## src/rtl/uart_tx_word_fifo.sv

```systemverilog
// Word FIFO feeding a byte-wide UART sender: 32-bit words are queued and sent MSB byte first.
// Optional drop accounting (overflow, drop_count) is built when UART_TX_DROP_COUNT_EN is defined.
module uart_tx_word_fifo #(
  parameter int DEPTH_WIDTH = 3
) (
  input  logic        CLK,
  input  logic        reset_n,
  input  logic [31:0] word_in,
  input  logic        word_valid,
  input  logic        sender_ready,
  output logic [7:0]  sender_data,
  output logic        sender_enable,
  output logic        full,
  output logic        empty,
  output logic        busy
`ifdef UART_TX_DROP_COUNT_EN
  ,
  output logic        overflow,
  output logic [15:0] drop_count
`endif
);

  localparam int DEPTH = 1 << DEPTH_WIDTH;
  localparam logic [DEPTH_WIDTH:0] LP_DEPTH = (DEPTH_WIDTH+1)'(DEPTH);

  localparam logic [1:0] ST_IDLE  = 2'd0;
  localparam logic [1:0] ST_SEND  = 2'd1;
  localparam logic [1:0] ST_GUARD = 2'd2;
  localparam logic [1:0] ST_WAIT  = 2'd3;

  logic [31:0]            r_mem [DEPTH];
  logic [DEPTH_WIDTH-1:0] r_wr_ptr, r_rd_ptr;
  logic [DEPTH_WIDTH:0]   r_count;
  logic                   r_full, r_empty;
  logic [1:0]             r_state;
  logic [31:0]            r_shreg;
  logic [1:0]             r_byte_idx;
  logic [7:0]             r_sender_data;
  logic                   r_sender_enable;

  logic                   w_push, w_pop, w_drop;
  logic [DEPTH_WIDTH:0]   w_count_nxt;

  // Full is checked before any same-edge pop, so a push into a full FIFO is always dropped.
  assign w_push      = word_valid && !r_full;
  assign w_drop      = word_valid &&  r_full;
  assign w_pop       = (r_state == ST_IDLE) && !r_empty;
  assign w_count_nxt = r_count + {{DEPTH_WIDTH{1'b0}}, w_push} - {{DEPTH_WIDTH{1'b0}}, w_pop};

  always_ff @(posedge CLK) begin
    if (w_push) r_mem[r_wr_ptr] <= word_in;
  end

  always_ff @(posedge CLK or negedge reset_n) begin
    if (!reset_n) begin
      r_wr_ptr <= '0;
      r_rd_ptr <= '0;
      r_count  <= '0;
      r_full   <= 1'b0;
      r_empty  <= 1'b1;
    end else begin
      if (w_push) r_wr_ptr <= r_wr_ptr + DEPTH_WIDTH'(1);
      if (w_pop)  r_rd_ptr <= r_rd_ptr + DEPTH_WIDTH'(1);
      r_count <= w_count_nxt;
      r_full  <= (w_count_nxt == LP_DEPTH);
      r_empty <= (w_count_nxt == '0);
    end
  end

  always_ff @(posedge CLK or negedge reset_n) begin
    if (!reset_n) begin
      r_state         <= ST_IDLE;
      r_shreg         <= '0;
      r_byte_idx      <= '0;
      r_sender_data   <= '0;
      r_sender_enable <= 1'b0;
    end else begin
      case (r_state)
        ST_IDLE: begin
          if (!r_empty) begin
            r_shreg    <= r_mem[r_rd_ptr];
            r_byte_idx <= '0;
            r_state    <= ST_SEND;
          end
        end
        ST_SEND: begin
          if (sender_ready) begin
            r_sender_data   <= r_shreg[31:24];
            r_sender_enable <= 1'b1;
            r_state         <= ST_GUARD;
          end
        end
        // Ready is ignored here: the sender needs a cycle to drop it after the start pulse.
        ST_GUARD: begin
          r_sender_enable <= 1'b0;
          r_state         <= ST_WAIT;
        end
        default: begin
          if (sender_ready) begin
            if (r_byte_idx == 2'd3) begin
              r_state <= ST_IDLE;
            end else begin
              r_shreg    <= {r_shreg[23:0], 8'h00};
              r_byte_idx <= r_byte_idx + 2'd1;
              r_state    <= ST_SEND;
            end
          end
        end
      endcase
    end
  end

`ifdef UART_TX_DROP_COUNT_EN
  logic        r_overflow;
  logic [15:0] r_drop_count;

  always_ff @(posedge CLK or negedge reset_n) begin
    if (!reset_n) begin
      r_overflow   <= 1'b0;
      r_drop_count <= '0;
    end else if (w_drop) begin
      r_overflow <= 1'b1;
      if (r_drop_count != 16'hFFFF) r_drop_count <= r_drop_count + 16'd1;
    end
  end

  assign overflow   = r_overflow;
  assign drop_count = r_drop_count;
`else
  logic w_unused_drop;
  assign w_unused_drop = w_drop;
`endif

  assign sender_data   = r_sender_data;
  assign sender_enable = r_sender_enable;
  assign full          = r_full;
  assign empty         = r_empty;
  assign busy          = (r_state != ST_IDLE);

endmodule

```

## config.mk

```make
export PLATFORM = sky130hd
export DESIGN_NAME = uart_tx_word_fifo
export DESIGN_NICKNAME = d
export VERILOG_FILES = /design/src/rtl/uart_tx_word_fifo.sv
export SDC_FILE = /design/constraint.sdc
export NUM_CORES = 1
export LEC_CHECK = 0
export ABC_AREA = 1
export BUFFER_PORTS_ARGS = -buffer_cell sky130_fd_sc_hd__buf_2
export CAP_MARGIN = 25
export CORE_MARGIN = 1
export CORE_UTILIZATION = 61
export CTS_CLUSTER_DIAMETER = 40
export DETAILED_ROUTE_END_ITERATION = 8
export GPL_TIMING_DRIVEN = 0
export PLACE_DENSITY = 0.85
export SLEW_MARGIN = 20
export SYNTH_ARGS = -nofsm -noshare
export SYNTH_HDL_FRONTEND = slang
export SYNTH_SLANG_ARGS = --single-unit
export TNS_END_PERCENT = 50
```

## constraint.sdc

```tcl
create_clock -name CLK -period 3.6 [get_ports CLK]
set_input_delay 0.18 -clock CLK [delete_from_list [all_inputs] [get_ports CLK]]
set_output_delay 0.18 -clock CLK [all_outputs]
set_load 0.02 [all_outputs]
```

After elaboration in Yosys (flattened, before gate mapping) --
Memory sizes are Yosys's and may differ from the RTL's. Cells that the tools add are included.
Storage, ports and cells: flip-flop bits (word level) 57, memory bits (writable) 256, word-level logic and storage cells 56, memories kept 1
Memories:
- r_mem | words 8, bits a word 32, rd ports 1, clocked after Yosys merged registers in 0, write ports 1, line 31 | logic [31:0] r_mem [DEPTH];
Cells by class: add/subtract/negate cells 5, eq/ne operators 7, multiplexer cells 17, bitwise gates (word level) 1, reduce and logical (&&, ||, !) cells 15
Operators by type and width (number):
- $mux 32 | 3
- $pmux 32 s2 | 1
- $mux 2 | 6
- $add 3x1->3 const B | 2
- $ne 2x2->1 const B | 3
- $pmux 2 s3 | 1
- $reduce_bool 2->1 | 3
- $add 4x1->4 | 1
- $eq 2x2->1 const B | 2
- $eq 4x4->1 const B | 1
- $logic_not 4->1 | 1
- $mux 1 | 4
- $pmux 2 s2 | 1
- $reduce_and 2->1 | 2
- $reduce_and 4->1 | 1
- $sub 4x1->4 | 1
- $reduce_and 3->1 | 1
- $reduce_bool 3->1 | 1
- $add 2x1->2 const B | 1
- $eq 2x1->1 const B | 1
- $logic_and 1x1->1 | 2
- $logic_not 1->1 | 2
- $logic_not 2->1 | 1
- $pmux 1 s2 | 1
- 2 further kinds | 2

Longest topological paths before layout --
Gate-level depths: netlist of run 1.
depth after elaboration 5, gate-level depth with buffers 14

Least setup slack after synthesis of run 1 --
Ideal clock, no wire load.
path type register -> register, start register r_full, in the netlist full, end memory r_mem[0][0] (enable), arrival 2.446 ns, slack 0.733 ns, stages on the path, launching flop included 5, buffers on the path 0, clock period less this slack 2.867 ns, cells stage by stage dfrtp_1 nor2_1 inv_1 or2_2 nor2_1
On the way: cells in the longest elaborated chain, start to end 4
Ends and longest elaborated chain:
- start, declared | line 34 | logic r_full, r_empty;
- start signal, assigned | line 65 | r_full <= (w_count_nxt == LP_DEPTH);
- $logic_not 1->1 | line 45 | assign w_push = word_valid && !r_full;
- $logic_and 1x1->1 | line 45
- $mux 1 | line 51 | if (w_push) r_mem[r_wr_ptr] <= word_in;
- $mux 1 (implied by the code) | line 51
- end, declared | line 31
No other way between the ends.

Worst setup path after layout of run 1 --
start register r_state[0], end register r_full, in the netlist full
On the way: cells in the longest elaborated chain, start to end 4
Ends and longest elaborated chain:
- start, declared | line 35 | logic [1:0] r_state;
- start signal, assigned | line 72 | r_state <= ST_IDLE;
- start signal, assigned | line 83 | r_state <= ST_SEND;
- start signal, assigned | line 90 | r_state <= ST_GUARD;
- $logic_not 2->1 | line 47 | assign w_pop = (r_state == ST_IDLE) && !r_empty;
- $logic_and 1x1->1 | line 47
- net w_pop | line 41 | logic w_push, w_pop, w_drop;
- $sub 4x1->4 | line 48 | assign w_count_nxt = r_count + {{DEPTH_WIDTH{1'b0}}, w_push} - {{DEPTH_WIDTH{1'b0}}, w_pop};
- net w_count_nxt[1] | line 42 | logic [DEPTH_WIDTH:0] w_count_nxt;
- $eq 4x4->1 | line 65
The timed path passes the listed nets, and every way through them passes these cells. A chain may end at the register's enable or synchronous reset.

==> metrics.txt, run 1 <==
core area approximately 21000 um^2; post-synthesis sequential area ratio between 60% and 70%; Final period util 86.30%; Bufs on Longest Clock Path 3; kind of start point of the critical path flop; Die Span X between 100 and 150 um; most common library cell in the layout ignoring fill and taps edfxtp_1; Final Instance Count excl. Fillers 1631; Worst Max-Slew Pin Slew ~850 ps; Placer Congestion approximately 0.84; number of antenna violations at the first check in global routing 2; pins over their slew limit 0; maximum resistive drop on vdd slightly below 600 uV; global-route wire length before repair between 50000 and 60000 um; static leakage between 6 and 7 nW; half-perimeter wire length after detailed placement approximately 20000 um; Register Area ~9000 um^2; highest clock frequency the design can meet ~320 MHz; via/cell ratio roughly 5.9; asr flop ratio synth between 10% and 20%; clock tree from TritonCTS done; final hold violation count 0; hold worst-path end sender_enable$_DFFE_PN0P_; # IOs 48; Clock Skews around 19 ps; count of yosys warnings during synthesis 0; Area Overhead vs Synth 17.43%; cell at the root of the clock tree clkbuf_16; chain of cells forming the critical path inv_1, ha_1, buf_6, inv_2, buf_2, nor2_2, ha_1, inv_1, ha_1, inv_1, fa_1, inv_1, or3_1, nor2b_1; layout cells sized above 1 between 10 and 15%; Max transition margin 43.01%; path category of the worst min-delay check in2reg; overall routed net length about 34000 um; number of sinks on the clock net between 300 and 400; worst reg2reg path startpoint r_state[0]$_DFFE_PN0P_; crit-path max FO 10; library cell contributing the largest single delay on the critical path fa_1; total of endpoints with negative setup slack in the final report 0; number of library cell types mapped by synthesis 33; utilization after layout about three quarters; H-tree depth 2; mean cell area of the mapped netlist between 10 and 15 um^2; multi-input combinational cell area roughly 3200 um^2; fill cell total of the finished layout approximately 1300; Power Density just under 900 nW/um^2; unrepaired setup endpoints after global routing no; number of buffers inserted during clock tree synthesis 35; Worst R2R Setup Slack approximately 490 ps; DRC Markers 0; type of the worst setup path reg2reg; total number of vias slightly below 10000; capture point of the worst reg-to-reg path full$_DFF_PN0_; post-route ant nets 0; placed cell count ~1500; net count after synthesis between 1000 and 1500; Worst path most repeated cell inv_1; Global Route Usage Sum 31.83%; CP endpoint kind flop; TNS Setup 0 ps; average wire length per cell after detail routing around 21 um; worst hold path cell count 4; clock edge transition at the registers on the reported setup and hold paths 60 ps; Period minus WS final between 3000 and 4000 ps; hold wc startpoint sender_ready; violation count after the first detailed-routing iteration 1457; number of synthesized register bits between 300 and 400; number of global-route vias before repair between 9000 and 10000; critical path data arrival time between 3000 and 4000 ps; maximum number of pins on one net before global-route repair between 50 and 60; outcome finished, final reports clean; ys flop type edfxtp_1; highest-count cells in the layout ignoring fill and taps edfxtp_1, nand2_1, inv_1, nand3_1, nor2_1; first-pass detailed-route iteration total 8; final global-route overflow total 0; required time of the worst setup path ~4000 ps; fin nets 1379; number of max-cap violations 0; initial core utilization 62.56%; buffers inserted by post-CTS timing repair 0; number of rows in the core area 53; quantity of I/O buffers inserted on ports 47; total power after layout roughly 14 mW; area of the die approximately 22000 um^2; number of synthesized flops with an enable pin around 260; worst r2r path cells 14; gate count after technology mapping 1206; Chip Height approximately 150 um; Clock Latency Late Sink approximately 510 ps; delay of the slowest cell on the worst path about 470 ps; Post-Syn Area about 13000 um^2
## where the power goes
part | internal, mW | switching, mW | total (mW) | leakage [nW]
registers | 4.63 | 0.288 | 4.92 | 3.00
clock network | 2.11 | 1.41 | 3.51 | 0.547
logic | 1.55 | 3.53 | 5.09 | 2.85
## synthesized netlist by cell type, types with 2 or more instances
| library cell | n | area share (%) |
|---|---|---|
| buf_6 | 6 | 0.51 |
| or2_0 | 15 | 0.71 |
| inv_1 | 161 | 4.6 |
| ha_1 | 11 | 1.0 |
| buf_1 | 3 | 0.085 |
| o21ai_0 | 28 | 1.1 |
| a21oi_1 | 49 | 1.9 |
| buf_2 | 28 | 1.1 |
| nor2_1 | 130 | 3.7 |
| inv_2 | 3 | 0.085 |
| xnor2_1 | 2 | 0.13 |
| dfrtp_1 | 56 | 11 |
| xor2_1 | 4 | 0.27 |
| clkbuf_1 | 14 | 0.40 |
| or2_2 | 10 | 0.47 |
| o21ai_1 | 12 | 0.46 |
| buf_4 | 8 | 0.46 |
| edfxtp_1 | 256 | 58 |
| o211ai_1 | 16 | 0.91 |
| nand3_1 | 153 | 5.8 |
| nand2_1 | 229 | 6.5 |
## worst max path at each step
stage | startpoint | end | slack [ps] | depth (start not counted)
after floorplan | full$_DFF_PN0_ | r_mem[0][0]$_DFFE_PP_ | 730 | 4
after global placement | full$_DFF_PN0_ | r_mem[2][21]$_DFFE_PP_ | -610 | 4
after detailed placement | r_state[0]$_DFFE_PN0P_ | full$_DFF_PN0_ | 560 | 14
after CTS | r_state[0]$_DFFE_PN0P_ | full$_DFF_PN0_ | 540 | 14
after global routing | r_state[1]$_DFFE_PN0P_ | full$_DFF_PN0_ | 360 | 14
final | r_state[0]$_DFFE_PN0P_ | full$_DFF_PN0_ | 490 | 14
## area by class of cell
type / instances / share of cell area, %
diodes: 1 / 0.01615
flip-flops and latches: 313 / 58.84
clock buffers: 42 / 5.888
inverters: 165 / 3.998
well taps: 275 / 2.221
multi-input cells: 669 / 20.57
plain buffers: 59 / 2.140
clock inverters: 19 / 1.389
repair buffers: 88 / 4.943
## flip-flops by register name (all words and copies together) (netlist names)
| name | count |
|---|---|
| r_state | 2 |
| r_count | 4 |
| full | 1 |
| sender_enable | 1 |
| empty | 1 |
| r_mem | 256 |
| r_wr_ptr | 3 |
| sender_data | 8 |
| r_shreg | 32 |
| r_rd_ptr | 3 |
| r_byte_idx | 2 |
## metal layers
metal	GRT usage (%)	vias up	part of all wire, %
met5	0	-	0
met4	17.76	0	6.1
met1	41.17	4467	35
met2	50.19	771	46
li1	-	4240	-
met3	7.156	187	13
## cells by family (layout without fill, tap and decap cells)
logic type	count (synthesis)	in the layout	share of synthesized area, %
adders and majority gates	12	12	1.195
other	0	1	0
DFF	313	313	69.09
buffers and inverters	224	373	7.208
xor gates and xnor gates	6	6	0.3983
AOI/OAI and AO/OA	107	107	4.410
and+or+nand+nor	544	544	17.70
## critical path, delay by kind of cell, from the launching register on
family	cells	cell delay, ps
and+or+nand+nor	3	850
adders and majority gates	4	1090
DFF	1	410
buffers and inverters	7	680
## per-stage QoR
| step | hold slack, ps | cell area (um^2) | setup WS [ps] |
|---|---|---|---|
| 6_report | 25.18 | 15490 | 493.1 |
| 4_1_cts | 16.22 | 15490 | 538.4 |
| 3_5_place_dp | 274.9 | 14030 | 559.1 |
| 3_3_place_gp | 440.5 | 13770 | -613.0 |
| 5_1_grt | 45.16 | 15490 | 364.2 |
| 2_1_floorplan | -115.6 | 13190 | 733.1 |
## timing repair
item,4_1_cts,5_1_grt
endpoints found under the setup margin,0,0
resized for setup,0,0
hold buffers,33,0
endpoints found under the hold margin,312,0
Power figures use the tool's default switching activity.
==> run 2, diff against run 1 <==
--- a/config.mk
+++ b/config.mk
@@ -13,7 +13,9 @@
 export CTS_CLUSTER_DIAMETER = 40
 export DETAILED_ROUTE_END_ITERATION = 8
 export GPL_TIMING_DRIVEN = 0
+export HOLD_SLACK_MARGIN = 0.08
 export PLACE_DENSITY = 0.85
+export RECOVER_POWER = 100
 export SLEW_MARGIN = 20
 export SYNTH_ARGS = -nofsm -noshare
 export SYNTH_HDL_FRONTEND = slang
==> metrics.txt, run 2 (synthesized netlist as in run 1, its figures left out) <==
outcome finished with violations (was finished, final reports clean); violated checks max-capacitance violations, max-slew violations; power share of the combinational group 37.0% (was 37.6%); number of global-route vias before repair 9703 (was 9698); fraction of power consumed by sequential logic 36.8% (was 36.4%); fraction of power spent switching nets 38.63% (was 38.66%); path category of the worst min-delay check reg2reg (was in2reg); internal power consumption 8.233 mW (was 8.293 mW); delay of the slowest cell on the worst path 470 ps (about the same); highest-count cells in the layout ignoring fill and taps edfxtp_1, nand2_1, inv_1, nand3_1, nor2_1 (unchanged); number of antenna violations at the first check in global routing 2 (unchanged); Worst R2R Setup Slack 360 ps (was 490 ps); Area Overhead vs Synth 16.44% (was 17.43%); unrepaired setup endpoints after global routing no (unchanged); Crit path max-delay family adder cells (unchanged); Die Span X 149.1 um (unchanged); Worst path most repeated cell inv_1 (unchanged); Final Instance Count excl. Fillers 1633 (was 1631); cell at the root of the clock tree clkbuf_16 (unchanged); library cell contributing the largest single delay on the critical path fa_1 (unchanged); static leakage 6.256 nW (was 6.397 nW); beginning of the critical path r_state[0]$_DFFE_PN0P_ (unchanged); number of buffers inserted during clock tree synthesis 35 (unchanged); Period minus WS final 3242 ps (was 3107 ps); Clock Latency Late Sink 510 ps (about the same); fin nets 1381 (was 1379); worst hold path cell count 2 (was 4); clock tree from TritonCTS done (unchanged); highest clock frequency the design can meet 308.5 MHz (was 321.9 MHz); area of the die 22220 um^2 (unchanged); maximum resistive drop on vdd 586.4 uV (was 583.1 uV); DRC Markers 0 (unchanged); average wire length per cell after detail routing 20.88 um (was 20.84 um); pins over their slew limit 104 (was 0); hold wc startpoint sender_data[3]$_DFFE_PN0P_ (was sender_ready); Power Density 873.3 nW/um^2 (was 872.7 nW/um^2); total of endpoints with negative setup slack in the final report 0 (unchanged); setup slack after placement 559.1 ps (unchanged); required time of the worst setup path 4040 ps (about the same); H-tree depth 2 (unchanged); hold worst-path end sender_data[3]$_DFFE_PN0P_ (was sender_enable$_DFFE_PN0P_); type of the worst setup path reg2reg (unchanged); capture point of the worst reg-to-reg path full$_DFF_PN0_ (unchanged); total power after layout 13.41 mW (was 13.52 mW); Largest register FFs 256 (unchanged); placed cell count 1536 (unchanged); clock edge transition at the registers on the reported setup and hold paths 60 ps (about the same); via/cell ratio 5.905 (was 5.926); # IOs 48 (unchanged); maximum number of pins on one net before global-route repair 58 (unchanged); post-route ant nets 0 (unchanged); TNS Setup 0 ps (unchanged); global-route wire length before repair 52110 um (was 52100 um); Bufs and invs on worst path 7 (unchanged); utilization after layout 72.84% (was 73.47%); worst r2r path cells 14 (unchanged); layout cells sized above 1 8.180% (was 12.77%); number of instances resized during post-cts repair 0 (unchanged); final global-route overflow total 0 (unchanged); Placer Congestion 0.8400 (unchanged); chain of cells forming the critical path inv_1, ha_1, buf_6, inv_2, clkbuf_1, nor2_2, ha_1, inv_1, ha_1, inv_1, fa_1, inv_1, or3_1, nor2b_1 (was inv_1, ha_1, buf_6, inv_2, buf_2, nor2_2, ha_1, inv_1, ha_1, inv_1, fa_1, inv_1, or3_1, nor2b_1); Clock Skews 20.51 ps (was 18.75 ps); fill cell total of the finished layout 1308 (was 1257); Max transition margin -48.01% (was 43.01%); critical path data arrival time 3680 ps (was 3540 ps); initial core utilization 62.56% (unchanged); overall routed net length 34100 um (was 33990 um); Chip Height 149.1 um (unchanged); first-pass detailed-route iteration total 8 (unchanged); clock network fraction of design power 26.2% (was 26.0%); register with the most flip-flops r_mem (unchanged); quantity of I/O buffers inserted on ports 47 (unchanged); number of sinks on the clock net 313 (unchanged); core area 21090 um^2 (unchanged); Final period util 90.05% (was 86.30%); half-perimeter wire length after detailed placement 20140 um (unchanged); worst setup slack after layout 358.2 ps (was 493.1 ps); crit-path max FO 10 (unchanged); Global Route Usage Sum 31.84% (was 31.83%); Bufs on Longest Clock Path 3 (unchanged); Switching Power 5.182 mW (was 5.227 mW); number of rows in the core area 53 (unchanged); number of max-cap violations 7 (was 0); most common library cell in the layout ignoring fill and taps edfxtp_1 (unchanged); kind of start point of the critical path flop (unchanged); CP endpoint kind flop (unchanged); worst reg2reg path startpoint r_state[0]$_DFFE_PN0P_ (unchanged); Worst Max-Slew Pin Slew 2212 ps (was 854.9 ps); final hold violation count 0 (unchanged); violation count after the first detailed-routing iteration 1415 (was 1457); total number of vias 9643 (was 9665)
-- run 2: cell count changes in the layout (fill, tap and decap cells not counted), moves of 2 or more --
cell,change
nor2_1,+8
buf_2,-47
nor2_4,-8
buf_4,-3
dlygate4sd3_1,+2
clkbuf_1,+50
or2_0,+2
-- run 2: worst max-delay path by stage --
stage                                   endpoint  slack, ps  cells after the start
after detailed placement          full$_DFF_PN0_        560                     14
after global routing      r_mem[2][14]$_DFFE_PP_        210                      5
after floorplan            r_mem[0][0]$_DFFE_PP_        730                      4
after global placement    r_mem[2][21]$_DFFE_PP_       -610                      4
after CTS                         full$_DFF_PN0_        540                     14
final                             full$_DFF_PN0_        360                     14
-- run 2: area by class of cell --
class | count | area (um^2) | share of cell area, %
clock inverters | 19 | 215.2 | 1.401
multi-input cells | 669 | 3104 | 20.21
well taps | 275 | 344.1 | 2.240
flip-flops and latches | 313 | 9115 | 59.34
inverters | 165 | 619.3 | 4.032
repair buffers | 90 | 728.2 | 4.741
plain buffers | 59 | 320.3 | 2.085
diodes | 1 | 2.502 | 0.01629
clock buffers | 42 | 912.1 | 5.938
-- run 2: layer usage --
| metal | global-route usage, % | share of wire (%) | up-vias |
|---|---|---|---|
| li1 | - | - | 4245 |
| met1 | 41.17 | 35 | 4457 |
| met2 | 50.21 | 47 | 774 |
| met3 | 7.156 | 13 | 167 |
| met4 | 17.76 | 5.5 | 0 |
| met5 | 0 | 0 | - |
-- run 2: timing repair --
item / CTS / global route
hold buffers: 35 / 0
buffers inserted: 0 / 0
setup endpoints to repair: 0 / 0
hold endpoints to repair: 314 / 0
-- run 2: worst register-to-register path, stage by stage, from the launching register on --
cell      delay (ps)
dfrtp_1          410
inv_1            100
ha_1             160
buf_6            160
inv_2             60
clkbuf_1         270
nor2_2           420
ha_1             310
inv_1             60
ha_1             150
inv_1             50
fa_1             470
inv_1             50
or3_1            380
nor2b_1          120
-- run 2: power groups by stage --
| stage | Combinational (mW) | Clock [mW] | Sequential, mW |
|---|---|---|---|
| after floorplan | 3.07 | 0 | 4.97 |
| after global placement | 4.40 | 0 | 4.97 |
| after detailed placement | 4.76 | 0 | 4.96 |
| after CTS | 4.92 | 3.50 | 4.91 |
| after global routing | 5.35 | 3.65 | 4.98 |
| final | 4.96 | 3.51 | 4.94 |
-- run 2: metrics by stage --
| stage | instance area (um^2) | hold WS [ps] |
|---|---|---|
| global placement | 13770 | 440.5 |
| global route | 15360 | 510.9 |
| finish | 15360 | 483.5 |
| detailed placement | 14030 | 274.9 |
| floorplan | 13190 | -115.6 |
| CTS | 15510 | 295.3 |
